===== src/rtl/ldst_drain_sched.sv =====
// ldst_drain_sched: arbitrates load/store buffer heads onto the cache array and sequences single-outstanding block refills.
// Optional counters are enabled by defining LDST_SCHED_PERF_EN.
module ldst_drain_sched #(
    parameter int ADDR_BITS      = 32,
    parameter int DATA_WIDTH     = 32,
    parameter int BLOCK_ID_START = 5,
    parameter int R_WIDTH        = 6,
    parameter int MICROOP        = 5,
    parameter int ROB_TICKET     = 3
) (
    input  logic                  clk,
    input  logic                  rst_n,
    input  logic                  ld_valid,
    input  logic                  ld_head_isfetched,
    input  logic [ADDR_BITS-1:0]  ld_head_address,
    input  logic [MICROOP-1:0]    ld_head_microop,
    input  logic [R_WIDTH-1:0]    ld_head_dest,
    input  logic [ROB_TICKET-1:0] ld_head_ticket,
    output logic                  ld_pop,
    input  logic                  st_valid,
    input  logic                  st_ready,
    input  logic                  st_head_isfetched,
    input  logic [ADDR_BITS-1:0]  st_head_address,
    input  logic [DATA_WIDTH-1:0] st_head_data,
    input  logic [MICROOP-1:0]    st_head_microop,
    output logic                  st_pop,
    output logic                  mem_req_valid,
    input  logic                  mem_req_ready,
    output logic [ADDR_BITS-1:0]  mem_req_address,
    input  logic                  mem_resp_valid,
    output logic                  update_valid,
    output logic [ADDR_BITS-1:0]  update_address,
    output logic                  cache_wr_en,
    output logic [ADDR_BITS-1:0]  cache_wr_address,
    output logic [DATA_WIDTH-1:0] cache_wr_data,
    output logic [MICROOP-1:0]    cache_wr_microop,
    output logic                  ld_srv_valid,
    output logic [ADDR_BITS-1:0]  ld_srv_address,
    output logic [R_WIDTH-1:0]    ld_srv_dest,
    output logic [ROB_TICKET-1:0] ld_srv_ticket,
    output logic [MICROOP-1:0]    ld_srv_microop,
`ifdef LDST_SCHED_PERF_EN
    output logic [31:0]           perf_refills,
    output logic [31:0]           perf_ld_blocked,
    output logic [31:0]           perf_st_full,
`endif
    output logic                  busy
);
    typedef enum logic [1:0] {IDLE, REQ, WAIT, FILL} state_t;

    state_t                r_state, w_next;
    logic                  r_last_st;
    logic                  r_after_fill;
    logic [ADDR_BITS-1:0]  r_req_addr;
    logic                  r_wr_en;
    logic [ADDR_BITS-1:0]  r_wr_addr;
    logic [DATA_WIDTH-1:0] r_wr_data;
    logic [MICROOP-1:0]    r_wr_uop;
    logic                  r_srv_valid;
    logic [ADDR_BITS-1:0]  r_srv_addr;
    logic [R_WIDTH-1:0]    r_srv_dest;
    logic [ROB_TICKET-1:0] r_srv_ticket;
    logic [MICROOP-1:0]    r_srv_uop;

    logic                  w_fill;
    logic                  w_same_word;
    logic                  w_ld_ok;
    logic                  w_st_ok;
    logic                  w_gnt_ld;
    logic                  w_gnt_st;
    logic                  w_ld_miss;
    logic                  w_st_miss;
    logic                  w_pick_st;
    logic [ADDR_BITS-1:0]  w_miss_addr;
    logic [ADDR_BITS-1:0]  w_aligned;
    logic                  w_start;

    assign w_fill      = r_state == FILL;
    assign w_same_word = st_head_address[ADDR_BITS-1:2] == ld_head_address[ADDR_BITS-1:2];
    assign w_ld_ok     = ld_valid & ld_head_isfetched & ~(st_valid & w_same_word);
    assign w_st_ok     = st_valid & st_head_isfetched;
    // A full store buffer forces the store through; otherwise a tie goes to whoever did not win last.
    assign w_gnt_st    = rst_n & ~w_fill & w_st_ok & (~st_ready | ~w_ld_ok | ~r_last_st);
    assign w_gnt_ld    = rst_n & ~w_fill & w_ld_ok & ~w_gnt_st;
    assign ld_pop      = w_gnt_ld;
    assign st_pop      = w_gnt_st;

    assign w_ld_miss   = ld_valid & ~ld_head_isfetched;
    assign w_st_miss   = st_valid & ~st_head_isfetched;
    assign w_pick_st   = w_st_miss & (~st_ready | ~w_ld_miss);
    assign w_miss_addr = w_pick_st ? st_head_address : ld_head_address;
    assign w_aligned   = {w_miss_addr[ADDR_BITS-1:BLOCK_ID_START], {BLOCK_ID_START{1'b0}}};
    // Heads only observe isfetched the cycle after FILL, so hold off a new request until then.
    assign w_start     = (w_ld_miss | w_st_miss) & ~r_after_fill;

    always_comb begin
        w_next = r_state;
        case (r_state)
            IDLE: w_next = w_start ? REQ : IDLE;
            REQ:  w_next = mem_req_ready ? WAIT : REQ;
            WAIT: w_next = mem_resp_valid ? FILL : WAIT;
            FILL: w_next = IDLE;
            default: w_next = IDLE;
        endcase
    end

    always_ff @(posedge clk or negedge rst_n) begin
        if (!rst_n) begin
            r_state      <= IDLE;
            r_last_st    <= 1'b1;
            r_after_fill <= 1'b0;
            r_req_addr   <= '0;
            r_wr_en      <= 1'b0;
            r_wr_addr    <= '0;
            r_wr_data    <= '0;
            r_wr_uop     <= '0;
            r_srv_valid  <= 1'b0;
            r_srv_addr   <= '0;
            r_srv_dest   <= '0;
            r_srv_ticket <= '0;
            r_srv_uop    <= '0;
        end else begin
            r_state      <= w_next;
            r_after_fill <= w_fill;
            r_wr_en      <= w_gnt_st;
            r_srv_valid  <= w_gnt_ld;
            if (r_state == IDLE && w_start)
                r_req_addr <= w_aligned;
            if (w_gnt_ld | w_gnt_st)
                r_last_st <= w_gnt_st;
            if (w_gnt_st) begin
                r_wr_addr <= st_head_address;
                r_wr_data <= st_head_data;
                r_wr_uop  <= st_head_microop;
            end
            if (w_gnt_ld) begin
                r_srv_addr   <= ld_head_address;
                r_srv_dest   <= ld_head_dest;
                r_srv_ticket <= ld_head_ticket;
                r_srv_uop    <= ld_head_microop;
            end
        end
    end

    assign mem_req_valid    = r_state == REQ;
    assign mem_req_address  = r_req_addr;
    assign update_valid     = w_fill;
    assign update_address   = r_req_addr;
    assign busy             = r_state != IDLE;
    assign cache_wr_en      = r_wr_en;
    assign cache_wr_address = r_wr_addr;
    assign cache_wr_data    = r_wr_data;
    assign cache_wr_microop = r_wr_uop;
    assign ld_srv_valid     = r_srv_valid;
    assign ld_srv_address   = r_srv_addr;
    assign ld_srv_dest      = r_srv_dest;
    assign ld_srv_ticket    = r_srv_ticket;
    assign ld_srv_microop   = r_srv_uop;

`ifdef LDST_SCHED_PERF_EN
    logic w_ld_blocked;

    assign w_ld_blocked = ld_valid & ld_head_isfetched & (~w_ld_ok | w_gnt_st);

    always_ff @(posedge clk or negedge rst_n) begin
        if (!rst_n) begin
            perf_refills    <= '0;
            perf_ld_blocked <= '0;
            perf_st_full    <= '0;
        end else begin
            perf_refills    <= perf_refills + {31'd0, (r_state == REQ) & mem_req_ready & ~&perf_refills};
            perf_ld_blocked <= perf_ld_blocked + {31'd0, w_ld_blocked & ~&perf_ld_blocked};
            perf_st_full    <= perf_st_full + {31'd0, ~st_ready & ~&perf_st_full};
        end
    end
`endif
endmodule


===== config.mk =====
export PLATFORM = sky130hd
export DESIGN_NAME = ldst_drain_sched
export DESIGN_NICKNAME = d
export VERILOG_FILES = /design/src/rtl/ldst_drain_sched.sv
export SDC_FILE = /design/constraint.sdc
export NUM_CORES = 1
export LEC_CHECK = 0
export CORE_MARGIN = 2
export CORE_UTILIZATION = 37
export CTS_CLUSTER_SIZE = 40
export DETAILED_ROUTE_END_ITERATION = 7
export GPL_TIMING_DRIVEN = 0
export PLACE_DENSITY_LB_ADDON = 0.25
export SLEW_MARGIN = 20
export SYNTH_ARGS = -nofsm -noshare
export SYNTH_HDL_FRONTEND = slang
export SYNTH_SLANG_ARGS = --single-unit
export TNS_END_PERCENT = 1

===== constraint.sdc =====
create_clock -name clk -period 2 [get_ports clk]
set_input_delay 0.5 -clock clk [delete_from_list [all_inputs] [get_ports clk]]
set_output_delay 0.5 -clock clk [all_outputs]
set_load 0.02 [all_outputs]

# Word level (Yosys, flattened, before mapping)
# Index checks and enable logic that the tools add are counted.
[op_classes]
addsub = 0
multipliers = 0
div = 0
order_cmp = 0
n_eq_ne = 4
n_shift = 0
mux = 5
bitwise_logic = 28
n_reduce_logical = 3
[op_table]
columns = ["op", "count"]
rows = [
  ["$mux 32", 1],
  ["$eq 30x30->1", 1],
  ["$and 1x1->1", 13],
  ["$not 1->1", 10],
  ["$pmux 2 s4", 1],
  ["$or 1x1->1", 5],
  ["$eq 2x2->1 const B", 2],
  ["$eq 2x1->1 const B", 1],
  ["$logic_not 2->1", 1],
  ["$mux 1", 2],
  ["$mux 2", 1],
  ["$reduce_bool 2->1", 1],
  ["$logic_and 1x1->1", 1],
]
[word_totals]
register_bits = 148
latchBits = 0
ramBits = 0
romBits = 0
inputBits = 124
word_cells = 53
n_memories = 0

# Depth between registers and ports, before layout
# Gate-level depths: netlist of run 1.
[logic_depth]
word_depth = 11
mapped_depth = 8
depth_no_buf = 6

# Worst setup path before layout of run 1
# No wires, ideal clock.
[synth_path]
path_kind = "in2out"
from = "input ld_head_address[22]"
to = "output st_pop"
arrival_time_ps = 1610
t_required_ps = 1500
path_slack_ps = -110
path_stages = 6
n_path_buf = 1
path_cell_list = "xnor2_1 > nand4_1 > nor4_1 > nand2_1 > a21oi_4 > buf_6"
[synth_via]
elab_chain_len = 8
[synth_lines]
columns = ["element", "line_no", "text"]
rows = [
  ["start: declaration", "15", "input logic [ADDR_BITS-1:0] ld_head_address,"],
  ["$eq 30x30->1", "79", "assign w_same_word = st_head_address[ADDR_BITS-1:2] == ld_head_address[ADDR_BITS-1:2];"],
  ["$and 1x1->1", "80", "assign w_ld_ok = ld_valid & ld_head_isfetched & ~(st_valid & w_same_word);"],
  ["$not 1->1", "80", ""],
  ["$and 1x1->1", "80", ""],
  ["$not 1->1", "83", "assign w_gnt_st = rst_n & ~w_fill & w_st_ok & (~st_ready | ~w_ld_ok | ~r_last_st);"],
  ["$or 1x1->1 (2 in a row)", "83", ""],
  ["$and 1x1->1", "83", ""],
  ["end: declaration", "26", "output logic st_pop,"],
]
# No other way between the ends.

# Final worst setup path of run 1
[layout_path]
from = "input st_head_address[19]"
to = "output ld_pop"
[layout_via]
elab_chain_len = 10
elab_cells_between_ends = 11
cone_classes = "eq/ne: 1; bitwise: 10"
[layout_lines]
columns = ["element", "line_no", "text"]
rows = [
  ["start: declaration", "23", "input logic [ADDR_BITS-1:0] st_head_address,"],
  ["$eq 30x30->1 (*)", "79", ""],
  ["$and 1x1->1 (*)", "80", ""],
  ["$not 1->1 (*)", "80", ""],
  ["$and 1x1->1 (*)", "80", ""],
  ["$not 1->1", "83", ""],
  ["$or 1x1->1 (2 in a row)", "83", ""],
  ["$and 1x1->1", "83", ""],
  ["$not 1->1", "84", "assign w_gnt_ld = rst_n & ~w_fill & w_ld_ok & ~w_gnt_st;"],
  ["$and 1x1->1 (*)", "84", ""],
  ["end: declaration", "19", "output logic ld_pop,"],
]
# Every way passes the cells marked *; elsewhere a longest branch is shown, timed or not.

==> flow_metrics.py, run 1 <==
metrics = {
    "power_and_ir_drop": {
        "powerDensity_nw_per_um2": 1430,
        "total_power_mw": 15.3,
        "p_leak_nw": 4.90,
        "ir_drop_v": 0.000691,
    },
    "layout": {
        "nFillCells": 1362,
        "areaGrowthSynthToFinish_pct": 65.3,
        "final_cell_mix": "clkdlybuf4s50_1, dfrtp_1, mux2_2, buf_4, nand2_1",
        "multiInputGateArea_um2": 2680,
        "final_core_util": 0.622,
        "final_common_cell": "clkdlybuf4s50_1",
        "nets": 928,
        "final_layout_size_suffix_gt1_frac": 0.398,
        "diodes": 0,
        "seq_area_um2": 3700,
    },
    "sta": {
        "rsz0062_at_grt": "true",
        "setup_tns_ps": -6860,
        "timing.final.crit_share": 1.19,
        "max_slew.worst_pin.slew_ps": 538,
        "postLayoutSetupSlackWorst_ps": -388,
        "setup_viol": 90,
        "final-max-slew-violation-count": 0,
        "post-route-min-period_ps": 2390,
        "finalClockSkew_ps": 7.26,
        "fmax_ghz": 0.419,
        "hold_viol": 0,
        "max_slew_margin": 0.641,
        "holdWs_ps": 54.0,
    },
    "critical_path": {
        "critPathMaxFanout": 3,
        "end_kind": "output pin",
        "path_class": "in -> out",
        "worst-endpoint-required_ps": 1500,
        "crit_arrival_ps": 1890,
        "rr_worst_depth": 8,
        "timing.rr.end": "ld_srv_address[19]$_DFFE_PN0P_",
        "startpoint_type": "input pin",
        "r2r_setup_slack_ps": -20,
    },
    "die": {
        "die_w_um": 136,
        "initial_core_util": 0.376,
        "core-area_um2": 17200,
        "die_h_um": 136,
        "num_rows": 48,
        "ios": 310,
        "dieArea_um2": 18600,
    },
    "global_route": {
        "antenna_found_initial": 0,
        "grt_max_degree": 87,
        "grt_use_total": 0.218,
        "grt_remaining_overflow": 0,
        "grt_pass1_vias": 5242,
        "grt_pass1_wl_um": 30200,
    },
    "yosys": {
        "synth_cell_types": 28,
        "yosysSeqAreaShare": 0.571,
        "syn_area_per_cell_um2": 13.9,
        "yosysWarnings": 0,
        "syn_inst": 466,
        "synth_seq_cells": 148,
        "syn_area_um2": 6480,
    },
    "cts": {
        "cts_sinks": 148,
        "cts_buffers": 17,
        "cts_tree": "yes",
        "htree_num_levels": 4,
        "clk_pin_slew_ps": 60,
        "cts.path.max_buffers": 2,
        "clk_latency_ps": 420,
        "root_buffer": "clkbuf_16",
    },
    "run": {
        "maxCapViolCount": 0,
    },
    "status": {
        "status": "finished with violations",
        "violations": "negative setup slack",
    },
    "detailed_routing": {
        "wl_per_cell_um": 19.5,
        "wirelength_um": 20300,
        "ant_nets": 0,
        "first_pass_iters": 4,
        "via_count": 4967,
        "drt_iter0_drc": 152,
        "drc": 0,
        "avgViaCountPerCell": 4.78,
    },
    "hold_path": {
        "hold_path.class": "in -> async",
    },
    "placed_design": {
        "pre_cts_ws_ps": -1700,
        "dp_hpwl_um": 14700,
        "routabilityCongestion": 0.791,
        "port_buffers": 299,
    },
}
[state kept, by name (all words and copies together) (netlist names), named ones only]
| register | count |
|---|---|
| cache_wr_address | 32 |
| ld_srv_address | 32 |
| r_after_fill | 1 |
| cache_wr_microop | 5 |
| r_last_st | 1 |
| ld_srv_dest | 6 |
| cache_wr_data | 32 |
| ld_srv_microop | 5 |
| cache_wr_en | 1 |
| r_state | 1 |
| ld_srv_valid | 1 |
| ld_srv_ticket | 3 |
| mem_req_address | 27 |
[layer usage]
metal | share of wire | global-route usage
met1 | 0.40 | 0.257
met2 | 0.50 | 0.379
met3 | 0.090 | 0.0820
met4 | 0.0070 | 0.0486
met5 | 0 | 0
[per-stage QoR]
step                std cells  instance area (um^2)
floorplan                 475                  6560
global placement          999                  9840
detailed placement       1000                  9870
CTS                      1036                 10600
global route             1040                 10700
finish                   1040                 10700
[power by group]
part	leakage [nW]	switching, mW	internal (mW)
combinational	2.82	3.34	3.66
sequential	1.77	0.743	4.13
clock	0.311	1.25	2.21
[repair_timing]
item | in CTS | in global routing
setup endpoints to repair | 177 | 139
hold buffers | 0 | 3
hold endpoints to repair | 0 | 12
setup buffers | 6 | 1
cloned | 0 | 0
gates resized for setup | 249 | 97
pin swaps | 38 | 34
[synthesized netlist by cell type]
| master | instances | area, um^2 |
|---|---|---|
| nor4_1 | 2 | 12.5 |
| and2_1 | 1 | 6.26 |
| nor2_1 | 1 | 3.75 |
| or2_2 | 1 | 6.26 |
| o221ai_1 | 1 | 8.76 |
| dfrtp_1 | 147 | 3680 |
| nand4_1 | 7 | 43.8 |
| nand3_1 | 3 | 15.0 |
| buf_6 | 10 | 113 |
| and4_1 | 1 | 8.76 |
| inv_1 | 3 | 11.3 |
| mux2i_1 | 27 | 270 |
| mux2_1 | 7 | 78.8 |
| nand2_1 | 33 | 124 |
| clkbuf_1 | 5 | 18.8 |
| nor3b_2 | 1 | 12.5 |
| a21oi_1 | 2 | 10.0 |
| mux2_2 | 88 | 991 |
| buf_4 | 37 | 278 |
| xnor2_1 | 30 | 263 |
| nor2b_1 | 3 | 18.8 |
| conb_1 | 1 | 3.75 |
| o21ai_1 | 1 | 5.00 |
| o21ai_0 | 28 | 140 |
| a21oi_4 | 1 | 16.3 |
| buf_2 | 4 | 20.0 |
| dfstp_2 | 1 | 26.3 |
| mux2_4 | 20 | 300 |
[cell type report]
type / instances / share of cell area
clock inverter: 12 / 0.0190
multi-input combinational: 268 / 0.250
sequential: 148 / 0.346
timing repair buffer: 310 / 0.274
buffer: 56 / 0.0439
clock buffer: 18 / 0.0400
tap: 225 / 0.0263
inverter: 3 / 0.00105
[logic make-up after synthesis]
logic type	count (synthesis)	share of synthesized area
other cells	1	0.000578
compound gates	33	0.0278
flops	148	0.571
xor+xnor	30	0.0405
simple gates	53	0.0388
buf+inv	59	0.0679
mux	142	0.253
[how the worst max path moves through the flow]
stage / start / to / cells past startpoint
after floorplan: ld_head_address[27] / st_pop / 6
after global placement: rst_n / ld_pop / 7
after detailed placement: ld_head_address[19] / st_pop / 8
after CTS: st_head_address[24] / st_pop / 8
after global routing: st_head_address[19] / ld_pop / 8
final: st_head_address[19] / ld_pop / 8
[critical path, cell delays in order]
cell	delay [ps]
buf_4	140
xnor2_4	170
nand4_1	140
nor4_2	350
nand2_2	150
nor3b_4	190
buf_6	130
buf_6	120
No activity file was read; power rests on OpenSTA's default activity.
==> run 2, diff against run 1 <==
Settings changed: RECOVER_POWER set to 50.
==> run 2 against run 1 <==
Effect of this change: the flow finishes with violations (max-capacitance violations, max-slew violations, negative setup slack); cell area decreased by 1.2%; combinational power down 2%; sequential power about the same; global-route usage unchanged; non-clock buffer count is the same; first-iteration DRC count decreased by 0.66%; cell count unchanged; maximum frequency grew 0.19%; worst hold slack got worse by 23 ps; routed wire length down 0.14%; sequential share of layout area is 0.40 points higher; critical endpoint unchanged; highest routed layer unchanged.
==> flow_metrics.py, run 2 (synthesis gave the netlist of run 1 again) <==
metrics = {
    "status": {
        "status": "finished with violations",
        "violations": "max-capacitance violations, max-slew violations, negative setup slack",
    },
    "sta": {
        "post-route-min-period_ps": 2380,
        "timing.final.crit_share": 1.19,
        "finalClockSkew_ps": 4.67,
        "fmax_ghz": 0.420,
        "final-max-slew-violation-count": 65,
        "setup_tns_ps": -6500,
        "max_slew.worst_pin.slew_ps": 1610,
        "setup_viol": 89,
        "max_slew_margin": -0.0718,
        "hold_viol": 0,
        "postLayoutSetupSlackWorst_ps": -383,
        "rsz0062_at_grt": "true",
    },
    "global_route": {
        "grt_max_degree": 87,
        "grt_remaining_overflow": 0,
        "antenna_found_initial": 0,
        "grt_pass1_wl_um": 30200,
        "grt_use_total": 0.218,
        "grt_pass1_vias": 5242,
    },
    "critical_path": {
        "path_class": "in -> out",
        "worst-endpoint-required_ps": 1500,
        "end_kind": "output pin",
        "startpoint_type": "input pin",
        "crit_arrival_ps": 1880,
        "critPathMaxFanout": 3,
    },
    "detailed_routing": {
        "drc": 0,
        "wl_per_cell_um": 19.5,
        "ant_nets": 0,
        "via_count": 4980,
        "drt_iter0_drc": 151,
        "first_pass_iters": 4,
        "avgViaCountPerCell": 4.79,
        "wirelength_um": 20300,
    },
    "die": {
        "die_h_um": 136,
        "dieArea_um2": 18600,
        "initial_core_util": 0.376,
        "core-area_um2": 17200,
        "ios": 310,
        "num_rows": 48,
        "die_w_um": 136,
    },
    "power_and_ir_drop": {
        "powerDensity_nw_per_um2": 1440,
        "p_leak_nw": 4.78,
        "ir_drop_v": 0.000686,
    },
    "layout": {
        "final_common_cell": "clkdlybuf4s50_1",
        "layoutNonFillerInstCount": 1040,
        "nFillCells": 1378,
        "nets": 928,
        "areaGrowthSynthToFinish_pct": 63.4,
        "final_cell_mix": "clkdlybuf4s50_1, dfrtp_1, mux2_2, buf_4, nand2_1",
        "diodes": 0,
        "final_layout_size_suffix_gt1_frac": 0.391,
        "final_core_util": 0.615,
    },
    "cts": {
        "cts_tree": "yes",
        "clk_latency_ps": 410,
        "cts.path.max_buffers": 2,
        "cts_buffers": 17,
        "htree_num_levels": 4,
        "cts_sinks": 148,
        "clk_pin_slew_ps": 60,
        "root_buffer": "clkbuf_16",
    },
    "placed_design": {
        "dp_hpwl_um": 14700,
        "routabilityCongestion": 0.791,
        "dp.cells": 1000,
        "port_buffers": 299,
        "pre_cts_ws_ps": -1700,
    },
    "hold_path": {
        "hold_path.class": "in -> async",
    },
    "run": {
        "maxCapViolCount": 1,
    },
}
[run 2: changes by cell type in the layout (fill, tap and decap cells not counted), sizes merged]
cell	delta
dlymetal6s2s	-6
buf	-8
clkbuf	+14
[run 2: path summary, 6_finish.rpt]
kind,start,to,slack [ps],depth (start not counted)
hold / removal,rst_n,r_last_st$_DFFE_PN1P_,30,1
min in group clk,ld_head_address[4],ld_srv_address[4]$_DFFE_PN0P_,330,2
setup / recovery,st_head_address[19],ld_pop,-380,8
setup reg to reg,register,ld_srv_address[19]$_DFFE_PN0P_,-20,8
hold reg to reg,cache_wr_microop[4]$_DFFE_PN0P_,cache_wr_microop[4]$_DFFE_PN0P_,480,1
max in group asynchronous,rst_n,ld_srv_address[24]$_DFFE_PN0P_,430,2
[run 2: metrics by stage]
step	power (mW)	hold slack, ps	instance area (um^2)
floorplan	8.27	204	6560
detailed placement	12.0	461	9870
global placement	11.8	455	9840
global route	16.0	1.43	10600
finish	15.2	31.4	10600
CTS	15.5	7.79	10600
[run 2: area by class of cell]
| type | count | area [um^2] | share of cell area |
|---|---|---|---|
| Sequential cell | 148 | 3700 | 0.350 |
| Timing Repair Buffer | 310 | 2820 | 0.266 |
| Multi-Input combinational cell | 268 | 2680 | 0.253 |
| Inverter | 3 | 11.3 | 0.00106 |
| Buffer | 56 | 470 | 0.0444 |
| Clock buffer | 18 | 429 | 0.0405 |
| Clock inverter | 12 | 204 | 0.0193 |
| Tap cell | 225 | 282 | 0.0266 |
[run 2: power by group]
part | internal, mW | switching (mW)
clock | 2.21 | 1.25
combinational | 3.55 | 3.34
sequential | 4.13 | 0.740
[run 2: worst max-delay path, cell delays in order]
cell and delay, ps:
buf_4 140, xnor2_4 160, nand4_1 140, nor4_2 350, nand2_2 150, nor3b_4 190, buf_6 130, buf_6 120
[run 2: per-layer routing]
metal	track usage	routed length [um]
met1	0.257	8050
met2	0.379	10300
met3	0.0820	1810
met4	0.0486	142
met5	0	0
[run 2: timing repair]
action                                  CTS  global route
pin swaps                                38            34
hold buffers                              0             3
endpoints found under the setup margin  177           139
resized for setup                       249            97
cloned                                    0             0
buffers inserted                          6             1
endpoints found under the hold margin     0            12
